<file path="src/rtl/adder_arbiter.sv">
// Round-robin arbiter time-sharing one Kogge-Stone carry-lookahead adder among NREQ requesters.
// Optional build macro ADDER_ARB_PRIO0_EN gives requester 0 fixed priority over the round-robin group.
module adder_arbiter #(
   parameter int n    = 64,
   parameter int NREQ = 4
) (
   input  logic              clk,
   input  logic              rst,
   input  logic [NREQ-1:0]   req_valid,
   output logic [NREQ-1:0]   req_ready,
   input  logic [NREQ*n-1:0] req_X,
   input  logic [NREQ*n-1:0] req_Y,
   input  logic [NREQ-1:0]   req_cin,
   output logic              resp_valid,
   input  logic              resp_ready,
   output logic [1:0]        resp_id,
   output logic [n:0]        result
);

   typedef enum logic [1:0] {IDLE, EXEC, RESP} state_t;

   state_t       state_q, state_d;
   logic [1:0]   last_grant_q, last_grant_d;
   logic [1:0]   id_q, id_d;
   logic [n:0]   result_q, result_d;
   logic [n-1:0] x_q, x_d, y_q, y_d;
   logic         cin_q, cin_d;

   logic         grant_vld;
   logic [1:0]   grant_idx;
   logic         take;

   // Parallel-prefix add: cin folds into bit 0 generate, so every carry comes out of the prefix tree.
   function automatic logic [n:0] cla_add(input logic [n-1:0] a, input logic [n-1:0] b,
                                          input logic c);
      logic [n-1:0] t, gg, pp;
      t     = a ^ b;
      gg    = a & b;
      pp    = t;
      gg[0] = gg[0] | (t[0] & c);
      for (int d = 1; d < n; d = d * 2) begin
         for (int i = n - 1; i >= d; i--) begin
            gg[i] = gg[i] | (pp[i] & gg[i-d]);
            pp[i] = pp[i] & pp[i-d];
         end
      end
      return {gg[n-1], t ^ {gg[n-2:0], c}};
   endfunction

   always_comb begin
      logic [1:0] idx;
      grant_vld = 1'b0;
      grant_idx = '0;
      idx       = '0;
`ifdef ADDER_ARB_PRIO0_EN
      if (req_valid[0]) begin
         grant_vld = 1'b1;
         grant_idx = '0;
      end
`endif
      // Search from last_grant+1, wrapping; first valid requester wins.
      for (int off = 1; off <= NREQ; off++) begin
         idx = 2'((int'(last_grant_q) + off) % NREQ);
         if (!grant_vld && req_valid[idx]) begin
            grant_vld = 1'b1;
            grant_idx = idx;
         end
      end
   end

   assign take = (state_q == IDLE) && grant_vld && !rst;

   always_comb begin
      req_ready = '0;
      if (take) req_ready[grant_idx] = 1'b1;
   end

   always_comb begin
      state_d      = state_q;
      last_grant_d = last_grant_q;
      id_d         = id_q;
      result_d     = result_q;
      x_d          = x_q;
      y_d          = y_q;
      cin_d        = cin_q;
      case (state_q)
         IDLE: begin
            if (grant_vld) begin
               x_d     = req_X[int'(grant_idx)*n +: n];
               y_d     = req_Y[int'(grant_idx)*n +: n];
               cin_d   = req_cin[grant_idx];
               id_d    = grant_idx;
               state_d = EXEC;
`ifdef ADDER_ARB_PRIO0_EN
               if (grant_idx != 2'd0) last_grant_d = grant_idx;
`else
               last_grant_d = grant_idx;
`endif
            end
         end
         EXEC: begin
            result_d = cla_add(x_q, y_q, cin_q);
            state_d  = RESP;
         end
         RESP: begin
            if (resp_ready) state_d = IDLE;
         end
         default: state_d = IDLE;
      endcase
   end

   always_ff @(posedge clk) begin
      if (rst) begin
         state_q      <= IDLE;
         last_grant_q <= 2'(NREQ - 1);
         id_q         <= '0;
         result_q     <= '0;
      end else begin
         state_q      <= state_d;
         last_grant_q <= last_grant_d;
         id_q         <= id_d;
         result_q     <= result_d;
      end
   end

   // Operand holding registers are pure data and carry no reset.
   always_ff @(posedge clk) begin
      x_q   <= x_d;
      y_q   <= y_d;
      cin_q <= cin_d;
   end

   assign resp_valid = (state_q == RESP);
   assign resp_id    = id_q;
   assign result     = result_q;

endmodule

</file>
<file path="config.mk">
export PLATFORM = sky130hd
export DESIGN_NAME = adder_arbiter
export DESIGN_NICKNAME = d
export VERILOG_FILES = /design/src/rtl/adder_arbiter.sv
export SDC_FILE = /design/constraint.sdc
export NUM_CORES = 1
export LEC_CHECK = 0
export BUFFER_PORTS_ARGS = -buffer_cell sky130_fd_sc_hd__buf_2
export CAP_MARGIN = 20
export CORE_AREA = 2 2 230 232
export CTS_BUF_LIST = sky130_fd_sc_hd__clkbuf_2
export DETAILED_ROUTE_END_ITERATION = 7
export DIE_AREA = 0 0 232 234
export PLACE_DENSITY = 0.55
export SKIP_CTS_REPAIR_TIMING = 1
export SYNTH_ARGS = -nofsm -noshare
export SYNTH_HDL_FRONTEND = slang
export SYNTH_SLANG_ARGS = --single-unit
</file>
<file path="constraint.sdc">
create_clock -name clk -period 8.7 [get_ports clk]
set_input_delay 0.87 -clock clk [delete_from_list [all_inputs] [get_ports clk]]
set_output_delay 0.87 -clock clk [all_outputs]
set_load 0.01 [all_outputs]
</file>
==> run metrics, run 1 <==
status finished, final reports clean; RePlAce Congestion 0.9634; CTS H-Tree Depth 4; total negative slack 0 ns; Slew @ Worst Pin 1.106 ns; Layout area overhead 26.47%; Post-Syn Area per Cell 8.082 um2; synthesized area 14170 um2; Nets 2827; Slew headroom 0.2624; Iter 0 DRT Violations 1280; largest net degree at the start of global routing 206; CORE AREA 52020 um2; Root Buffer clkbuf_2; Final Cycle Share 0.5514; row cnt 84; worst slack, placed 4.324 ns; starting density of the core 0.2723; drt total wl 67600 um; crit path capture type primary output; final worst setup slack 3.903 ns; CTS Buffer Depth 2; R2R Path End result[63]$_SDFFE_PP0N_; height of the die 234 um; CP bufs+invs 3; Worst R2R Path Depth 11; crit path time final 4.797 ns; reg2reg start y_q[8]$_DFFE_PP_; global route overflow 0; r2r setup slk 4.60 ns; drt wl/cell 22.90 um; CP arrival 3.93 ns; Setup CP Type flip-flop to primary output; CP delay by family, top buffers and inverters; Crit-path slowest cell buf_4; slowest stage delay, CP 0.66 ns; first-pass GRT wire length 94700 um; asr flop ratio synth 0; Hold Path Class input port to flip-flop; TritonCTS Buffers 17; Synth area leaders edfxtp_1 (27%), nand2_1 (11%), dfxtp_1 (10%), a211oi_1 (7.2%), a31oi_1 (6.2%); Clock Skew 0.06496 ns; Die X 232 um; Die ar. 54290 um2; initial antenna violation count 34; critical path launch point last_grant_q[1]$_SDFFE_PP1P_; EDFF count, synth 129; GRT Overall Usage 0.2393; Pre-Repair DR Iteration Count 5; num ports 595; synthesized flop and latch total 200; CP Depth 6; setup repair after global routing missed its margin no; crit path to req_ready[2]; Peak VDD IR 0.09125 mV; Residual DRC 0; Final ANT Viol Nets 0; layout cells sized above 1 0.2913; Max-Cap Viols 0; Clock Latency Late Sink 0.91 ns; Net Count, Synth 2341; f_max 208.5 MHz; # port buffers 594; vias in the first global route 14400; Via density 5.207; Final Max Slew Viols 0; Max FO, Critical Path 192; Yosys warnings 0; Fin. Hold Viols 0; post-synthesis sequential area ratio 0.3737; Power Density 245.7 nW/um2; CTS tree built; non-filler cells, final 2952; CP Launch Type flip-flop; Syn Inst Count 1753; cell accounting for the most synthesized area edfxtp_1; Clk pin slew, worst setup/hold paths 0.30 ns; crit path cell chain mux2_2 -> a221oi_4 -> buf_4 -> buf_12 -> and3_1 -> buf_2; P_leak 7.750 nW; CTS Sinks 200; detailed placer's ending HPWL 55000 um; post-synth top area share 0.2734; CP required 7.83 ns; top_reg_cell synth edfxtp_1; Synth cell types 62; hold path cells 3; Setup-failing EPs final 0; vias 15370; dpl cells 2908
-- sequential cells by signal (all words and copies together), names as in the netlist --
name	flops
state_q	2
result	65
y_q	64
cin_q	1
last_grant_q	2
x_q	64
resp_id	2
-- power breakdown --
part           internal, mW  switching (mW)  total [mW]
combinational         0.871            1.59        2.46
clock                 0.164           0.345       0.509
sequential             1.29           0.137        1.43
-- area by class of cell --
class	instances	area [um2]
timing repair buffer	606	3088
antenna	12	30.03
inverter	28	110.1
multi-input combinational	1386	8285
clock inverter	12	148.9
sequential	200	5295
tap	688	860.8
fill	5574	34110
clock buffer	20	100.1
-- cells in the final DEF (no fill, tap or decap), types with 5 or more instances in the layout --
master    count
a211o_1       5
a211oi_1    136
a21boi_0      5
a21o_1       33
a21oi_1     130
a31oi_1     140
and2_1      132
and3_1        5
buf_2       594
buf_4        10
clkbuf_2     20
dfxtp_1      71
diode_2      12
edfxtp_1    129
ha_1         63
inv_1        27
nand2_1     397
nand3_1      34
nand4_1      19
nor2_1       54
nor2b_1       5
nor3_1       12
nor4_1       12
o21a_1        5
o21ai_0      53
o21bai_1     21
o31ai_1       7
or2_2         5
or3_1         8
xnor2_1      33
xor2_1       15
-- cell usage after synthesis, types with 3 or more instances --
cell / n
nand2_1: 397
a31oi_1: 140
a211oi_1: 136
and2_1: 132
a21oi_1: 130
edfxtp_1: 129
clkbuf_1: 122
dfxtp_1: 71
ha_1: 63
nor2_1: 54
o21ai_0: 53
nand3_1: 34
a21o_1: 33
xnor2_1: 33
inv_1: 28
o21bai_1: 21
nand4_1: 19
xor2_1: 15
nor3_1: 12
nor4_1: 12
buf_1: 11
or3_1: 8
nor2b_1: 7
o31ai_1: 7
buf_2: 6
a211o_1: 5
a21boi_0: 5
and3_1: 5
nand2b_1: 5
o21a_1: 5
o21ai_1: 5
or2_2: 5
a2111oi_0: 3
o2111ai_1: 3
o211ai_1: 3
-- worst reg2reg max path, delay by kind of cell (launching register included) --
kind,cells,cell delay [ns]
AO/OA/AOI/OAI,8,2.93
flip-flops,1,0.46
adder cells (fa/ha/maj),1,0.43
AND/OR/NAND/NOR,2,0.23
-- layer usage --
layer  up-vias  wire, um  track usage
met5         -        78            0
met4        12      1995      0.08193
met3        89      4459      0.05496
met2       562     31080       0.3791
met1      7334     29990       0.3199
li1       7374         -            -
-- how the worst min path moves through the flow --
| stage | startpoint | endpoint | slack (ns) |
|---|---|---|---|
| after floorplan | result[10]$_SDFFE_PP0N_ | result[10]$_SDFFE_PP0N_ | 0.48 |
| after global placement | result[58]$_SDFFE_PP0N_ | result[58]$_SDFFE_PP0N_ | 0.44 |
| after detailed placement | result[20]$_SDFFE_PP0N_ | result[20]$_SDFFE_PP0N_ | 0.44 |
| after CTS | resp_ready | state_q[1]$_SDFFE_PP0P_ | 0.09 |
| after global routing | resp_ready | state_q[1]$_SDFFE_PP0P_ | 0.11 |
| final | resp_ready | state_q[1]$_SDFFE_PP0P_ | 0.20 |
-- logic make-up (layout without fill, tap and decap cells) --
logic type | count (synthesis) | in the layout | share of synthesized area
compound gates | 572 | 572 | 0.2648
other cells | 0 | 12 | 0
fa+ha+maj | 65 | 65 | 0.05846
simple gates | 698 | 698 | 0.2263
flops | 200 | 200 | 0.3737
xor+xnor | 48 | 48 | 0.02967
mux | 3 | 3 | 0.002208
buf+inv | 167 | 666 | 0.04477
-- through the flow --
| stage | hold slack [ns] | util | instance area, um2 | total power [mW] |
|---|---|---|---|---|
| 4_1_cts | 0.08783 | 0.3438 | 17890 | 4.421 |
| 6_report | 0.2045 | 0.3444 | 17920 | 4.402 |
| 3_3_place_gp | 0.4378 | 0.3391 | 17640 | 3.902 |
| 3_5_place_dp | 0.4415 | 0.3391 | 17640 | 3.901 |
| 2_1_floorplan | 0.4761 | - | 14170 | 2.972 |
| 5_1_grt | 0.1087 | 0.3443 | 17910 | 4.703 |
Note: power is estimated with default switching activity, not from simulation.
==> run 2, diff against run 1 <==
- ABC_AREA: unset -> 1
- CORE_AREA: 2 2 230 232 -> 2 2 229 231
- DIE_AREA: 0 0 232 234 -> 0 0 231 233
- PLACE_DENSITY: 0.55 -> 0.65
- clock period: 8.7 -> 4.1 ns (I/O delays scaled with it)
==> run metrics, run 2 <==
CP arrival 4.76 ns (+0.83 ns); final instance area 26400 um2 (+47%); drt total wl 90240 um (+33%); Hold Path Class input port to flip-flop; crit path time final 3.912 ns; Slew headroom 0.4204 (+0.1580); Final Max Slew Viols 0 (unchanged); first-pass GRT wire length 119600 um (+26%); CTS Sinks 200 (unchanged); Root Buffer clkbuf_2; Synth area leaders nand2_1 (33%), edfxtp_1 (22%), nand3_1 (9.5%), inv_1 (8.5%), dfxtp_1 (8.0%); global route overflow 0 (unchanged); dpl cells 4280 (+47%); asr flop ratio synth 0 (unchanged); EDFF count, synth 129 (unchanged); TritonCTS Buffers 17 (unchanged); Peak VDD IR 0.8293 mV (+810%); RePlAce Congestion 1.010 (+4.8%); worst hold margin 0.06060 ns (-0.1439 ns); Setup-failing EPs final 0 (unchanged); CP required 4.95 ns (-2.88 ns); initial antenna violation count 34 (unchanged); CORE AREA 51090 um2 (-1.8%); CP Launch Type flip-flop; post-synth top area share 0.3283 (+0.05493); Net Count, Synth 3691 (+58%); CP delay by family, top buffers and inverters; r2r setup slk 0.19 ns (-4.41 ns); Pre-Repair DR Iteration Count 8 (+3); top cells by count, synth nand2_1 (1554), inv_1 (404), nand3_1 (339), nor2_1 (223), edfxtp_1 (129); Synth cell types 32 (-48%); slowest stage delay, CP 0.56 ns (-0.10 ns); largest net degree at the start of global routing 105 (-49%); detailed placer's ending HPWL 69540 um (+26%); status finished, final reports clean; Nets 4673 (+65%); f_max 255.6 MHz; Syn Inst Count 3103 (+77%); Via density 4.947 (-5.0%); Top cell by count, worst path nand2_1; CTS Buffer Depth 2 (unchanged); Max FO, Critical Path 101 (-47%); non-filler cells, final 4797 (+63%); synthesized flop and latch total 200 (unchanged); final worst setup slack 0.1877 ns (-3.715 ns); Post-Syn Area per Cell 5.725 um2 (-29%); CP bufs+invs 5 (+2); starting density of the core 0.3477 (+0.07537); worst slack, placed 0.9098 ns (-3.414 ns); top_reg_cell synth edfxtp_1; Final Cycle Share 0.9542; cell accounting for the most synthesized area nand2_1; drt wl/cell 18.81 um (-18%); layout cells sized above 1 0.1686 (-0.1227); Yosys warnings 0 (unchanged); Setup CP Type flip-flop to flip-flop; Layout area overhead 48.57%; vias in the first global route 19120 (+33%); most common cell after layout, fill and taps aside nand2_1; cell with the most instances after synthesis nand2_1; Clock Latency Late Sink 0.95 ns (+0.04 ns); Max-Cap Viols 0 (unchanged); max reg flops 65 (unchanged); setup repair after global routing missed its margin yes; Slew @ Worst Pin 0.8661 ns (-0.2403 ns); crit path cell chain inv_1 -> nand2_1 -> a21oi_4 -> nor2_1 -> inv_1 -> nand2_2 -> nand2_8 -> buf_12 -> nand3_1 -> nand2_1 -> dlygate4sd3_1 -> nand2_1 -> nand2_1 -> dlygate4sd3_1; # port buffers 594 (unchanged); Die ar. 53820 um2 (-0.86%); crit path capture type flip-flop; GRT Overall Usage 0.3019 (+0.06259); height of the die 233 um (-0.43%); Die X 231 um (-0.43%); Final ANT Viol Nets 0 (unchanged); CTS H-Tree Depth 4 (unchanged); P_leak 15.25 nW (+97%); row cnt 83 (-1.2%); Clock Skew 0.07788 ns (+0.01292 ns); synthesized area 17770 um2 (+25%); vias 23730 (+54%); Residual DRC 0 (unchanged); Power Density 1128 nW/um2 (+360%); Crit-path slowest cell dlygate4sd3_1; Fin. Hold Viols 0 (unchanged); post-synthesis sequential area ratio 0.2980 (-0.07567); Clk pin slew, worst setup/hold paths 0.38 ns (+0.08 ns); most frequent cells in the layout nand2_1 (1554), buf_2 (594), dlygate4sd3_1 (458); num ports 595 (unchanged); Iter 0 DRT Violations 2358 (+84%); DP Area 21430 um2 (+21%); CTS tree built
run 2: cells by family after synthesis:
group                      count (synthesis)  synth area share
xor gates and xnor gates                  32           0.01578
AOI/OAI and AO/OA                        112           0.03338
DFF                                      200            0.2980
adders and majority gates                 65           0.04662
and+or+nand+nor                         2154            0.4850
buffers and inverters                    540            0.1212
run 2: final cells by class:
cell class / instances / area, um2
clock inverter: 15 / 150.1
multi-input combinational: 2367 / 10420
antenna: 19 / 47.55
timing repair buffer: 1094 / 8023
inverter: 405 / 1524
fill: 5292 / 24700
sequential: 200 / 5300
clock buffer: 17 / 85.08
tap: 680 / 850.8
run 2: report_power, final:
part | internal (mW) | switching, mW
clock | 0.198 | 0.824
combinational | 9.10 | 14.7
sequential | 4.05 | 0.895
total | 13.4 | 16.4
run 2: per-stage QoR:
step           setup TNS, ns  total power [mW]  utilization
4_1_cts              -0.1119             25.28       0.4240
3_5_place_dp               0             24.20       0.4194
6_report                   0             29.78       0.5166
5_1_grt             -0.02497             32.25       0.5161
2_1_floorplan              0             17.53            -
3_3_place_gp               0             24.18       0.4194
run 2: final timing paths:
kind / start / end / cells past startpoint
worst min-delay path: req_X[93] / x_q[29]$_DFFE_PP_ / 5
worst max-delay path: last_grant_q[0]$_SDFFE_PP1P_ / y_q[33]$_DFFE_PP_ / 14
worst max register to register: last_grant_q[0]$_SDFFE_PP1P_ / y_q[33]$_DFFE_PP_ / 14
worst min register to register: result[1]$_SDFFE_PP0N_ / result[1]$_SDFFE_PP0N_ / 2
run 2: tightest hold or removal path: cells and delay by family:
kind          cells  cell delay [ns]
simple gates      4             0.40
buf+inv           1             0.08
run 2: routing by layer:
metal  vias to the layer above  part of all wire  wire, um  global-route usage
li1                      11510                 -         -                   -
met1                     10700              0.42     37460              0.4175
met2                      1272              0.45     40300              0.4835
met3                       239             0.094      8496             0.04767
met4                        16             0.043      3881             0.08851
met5                         -            0.0011       100                   0
==> run 3, diff against run 2 <==
- PLACE_DENSITY: 0.65 -> 0.62
- clock period: 4.1 -> 4.9 ns (I/O delays scaled with it)
==> run metrics, run 3 (synthesis gave the netlist of run 2 again) <==
status finished, final reports clean; vias 22930 (-3.4%); r2r setup slk 0.56 ns (+0.38 ns); Most Crowded Layer GR met2; crit path to x_q[58]$_DFFE_PP_; Iter 0 DRT Violations 2131 (-9.6%); max reg flops 65 (unchanged); total negative slack 0 ns (unchanged); final total power 24.68 mW (-17%); Final Max Slew Viols 0 (unchanged); Power Density 969.7 nW/um2 (-14%); drt wl/cell 18.60 um (-1.1%); global route overflow 0 (unchanged); crit path capture type flip-flop; CTS Buffer Depth 2 (unchanged); M3 GR Usage 0.06091 (+0.01324); Die ar. 53820 um2 (unchanged); Die X 231 um (unchanged); num ports 595 (unchanged); layout cells sized above 1 0.1664 (-0.002202); Worst R2R Path Depth 15 (+1); CP required 5.79 ns (+0.84 ns); reg2reg start last_grant_q[0]$_SDFFE_PP1P_; crit path time final 4.336 ns (+0.4232 ns); Root Buffer clkbuf_2; Clock Latency Late Sink 1.06 ns (+0.11 ns); Max-Cap Viols 0 (unchanged); CTS tree built; Setup-failing EPs final 0 (unchanged); CORE AREA 51090 um2 (unchanged); final worst setup slack 0.5645 ns (+0.3768 ns); TritonCTS Buffers 17 (unchanged); drt total wl 87610 um (-2.9%); met2 Usage GRT 0.4956 (+0.01211); most frequent cells in the layout nand2_1 (1554), buf_2 (594), inv_1 (402); CP Launch Type flip-flop; hold path cells 8 (+3); post-layout util 0.4981 (-0.01854); largest net degree at the start of global routing 131 (+25%); Final Cycle Share 0.8848 (-0.06942); GRT Overall Usage 0.3088 (+0.006875); detailed placer's ending HPWL 69900 um (+0.52%); Hold Path Class input port to flip-flop; starting density of the core 0.3477 (unchanged); Nets 4583 (-1.9%); CTS Sinks 200 (unchanged); worst slack, placed 1.635 ns (+0.7254 ns); initial antenna violation count 35 (+2.9%); f_max 230.7 MHz (-9.8%); Via density 4.867 (-1.6%); Clock Skew 0.05506 ns (-0.02282 ns); R2R Path End x_q[58]$_DFFE_PP_; Peak VDD IR 0.6735 mV (-19%); P_leak 14.87 nW (-2.5%); critical path launch point last_grant_q[0]$_SDFFE_PP1P_; CP arrival 5.22 ns (+0.46 ns); RePlAce Congestion 1.024 (+1.4%); most common cell after layout, fill and taps aside nand2_1; height of the die 233 um (unchanged); Setup CP Type flip-flop to flip-flop; first-pass GRT wire length 121200 um (+1.4%); setup repair after global routing missed its margin no; Residual DRC 0 (unchanged); Pre-Repair DR Iteration Count 5 (-3); Slew headroom 0.2851 (-0.1353); Final ANT Viol Nets 0 (unchanged); Fin. Hold Viols 0 (unchanged); # port buffers 594 (unchanged); Layout area overhead 43.24%; Max FO, Critical Path 97 (-4.0%); routing usage on met1 0.4188 (+0.001299); Clk pin slew, worst setup/hold paths 0.28 ns (-0.10 ns); CTS H-Tree Depth 4 (unchanged); vias in the first global route 19050 (-0.41%); Slew @ Worst Pin 1.068 ns (+0.2022 ns); row cnt 83 (unchanged)
==> run 3: metrics by stage <==
| step | hold slack (ns) | instances | cell area, um2 |
|---|---|---|---|
| 3_5_place_dp | 0.4647 | 4268 | 21290 |
| 3_3_place_gp | 0.4591 | 4268 | 21290 |
| 4_1_cts | -0.5351 | 4300 | 21510 |
| 6_report | 0.2107 | 4711 | 25450 |
| 5_1_grt | 0.1386 | 4695 | 25410 |
| 2_1_floorplan | 0.4897 | 3103 | 17770 |
==> run 3: report_power, final <==
part	internal (mW)	switching [mW]	total [mW]
Combinational	7.80	11.9	19.7
Sequential	3.40	0.760	4.16
Clock	0.219	0.634	0.853
Total	11.4	13.3	24.7
==> run 3: worst min path at each step <==
stage	from	end	slack, ns
after floorplan	resp_id[0]$_SDFFE_PP0P_	resp_id[0]$_SDFFE_PP0P_	0.49
after global placement	result[1]$_SDFFE_PP0N_	result[1]$_SDFFE_PP0N_	0.46
after detailed placement	resp_id[0]$_SDFFE_PP0P_	resp_id[0]$_SDFFE_PP0P_	0.46
after CTS	rst	resp_id[0]$_SDFFE_PP0P_	-0.54
after global routing	rst	resp_id[0]$_SDFFE_PP0P_	0.14
final	req_valid[0]	resp_id[1]$_SDFFE_PP0P_	0.21
==> run 3: layout make-up <==
cell class,count,area (um2)
Fill cell,5547,25650
Multi-Input combinational cell,2363,10350
Timing Repair Buffer,1008,7152
Sequential cell,200,5295
Inverter,405,1525
Tap cell,680,850.8
Clock inverter,12,117.6
Clock buffer,20,100.1
Antenna cell,23,57.56
==> run 3: critical path: stages (launching register included) <==
cell           delay, ns
dfxtp_1             0.57
inv_1               0.19
nand2_1             0.11
nand2_1             0.05
nand2_1             0.08
o21ai_2             0.09
a31oi_1             0.39
nand2_8             0.29
nand2_8             0.50
buf_4               0.43
nand2_1             0.11
nand2_1             0.07
dlygate4sd3_1       0.54
nand2_1             0.05
nand2_1             0.07
dlygate4sd3_1       0.57
==> run 3: metal layers <==
layer | part of all wire | vias to the layer above
met3 | 0.085 | 164
met1 | 0.43 | 10450
met2 | 0.45 | 981
met4 | 0.031 | 12
met5 | 0.00083 | -
li1 | - | 11330
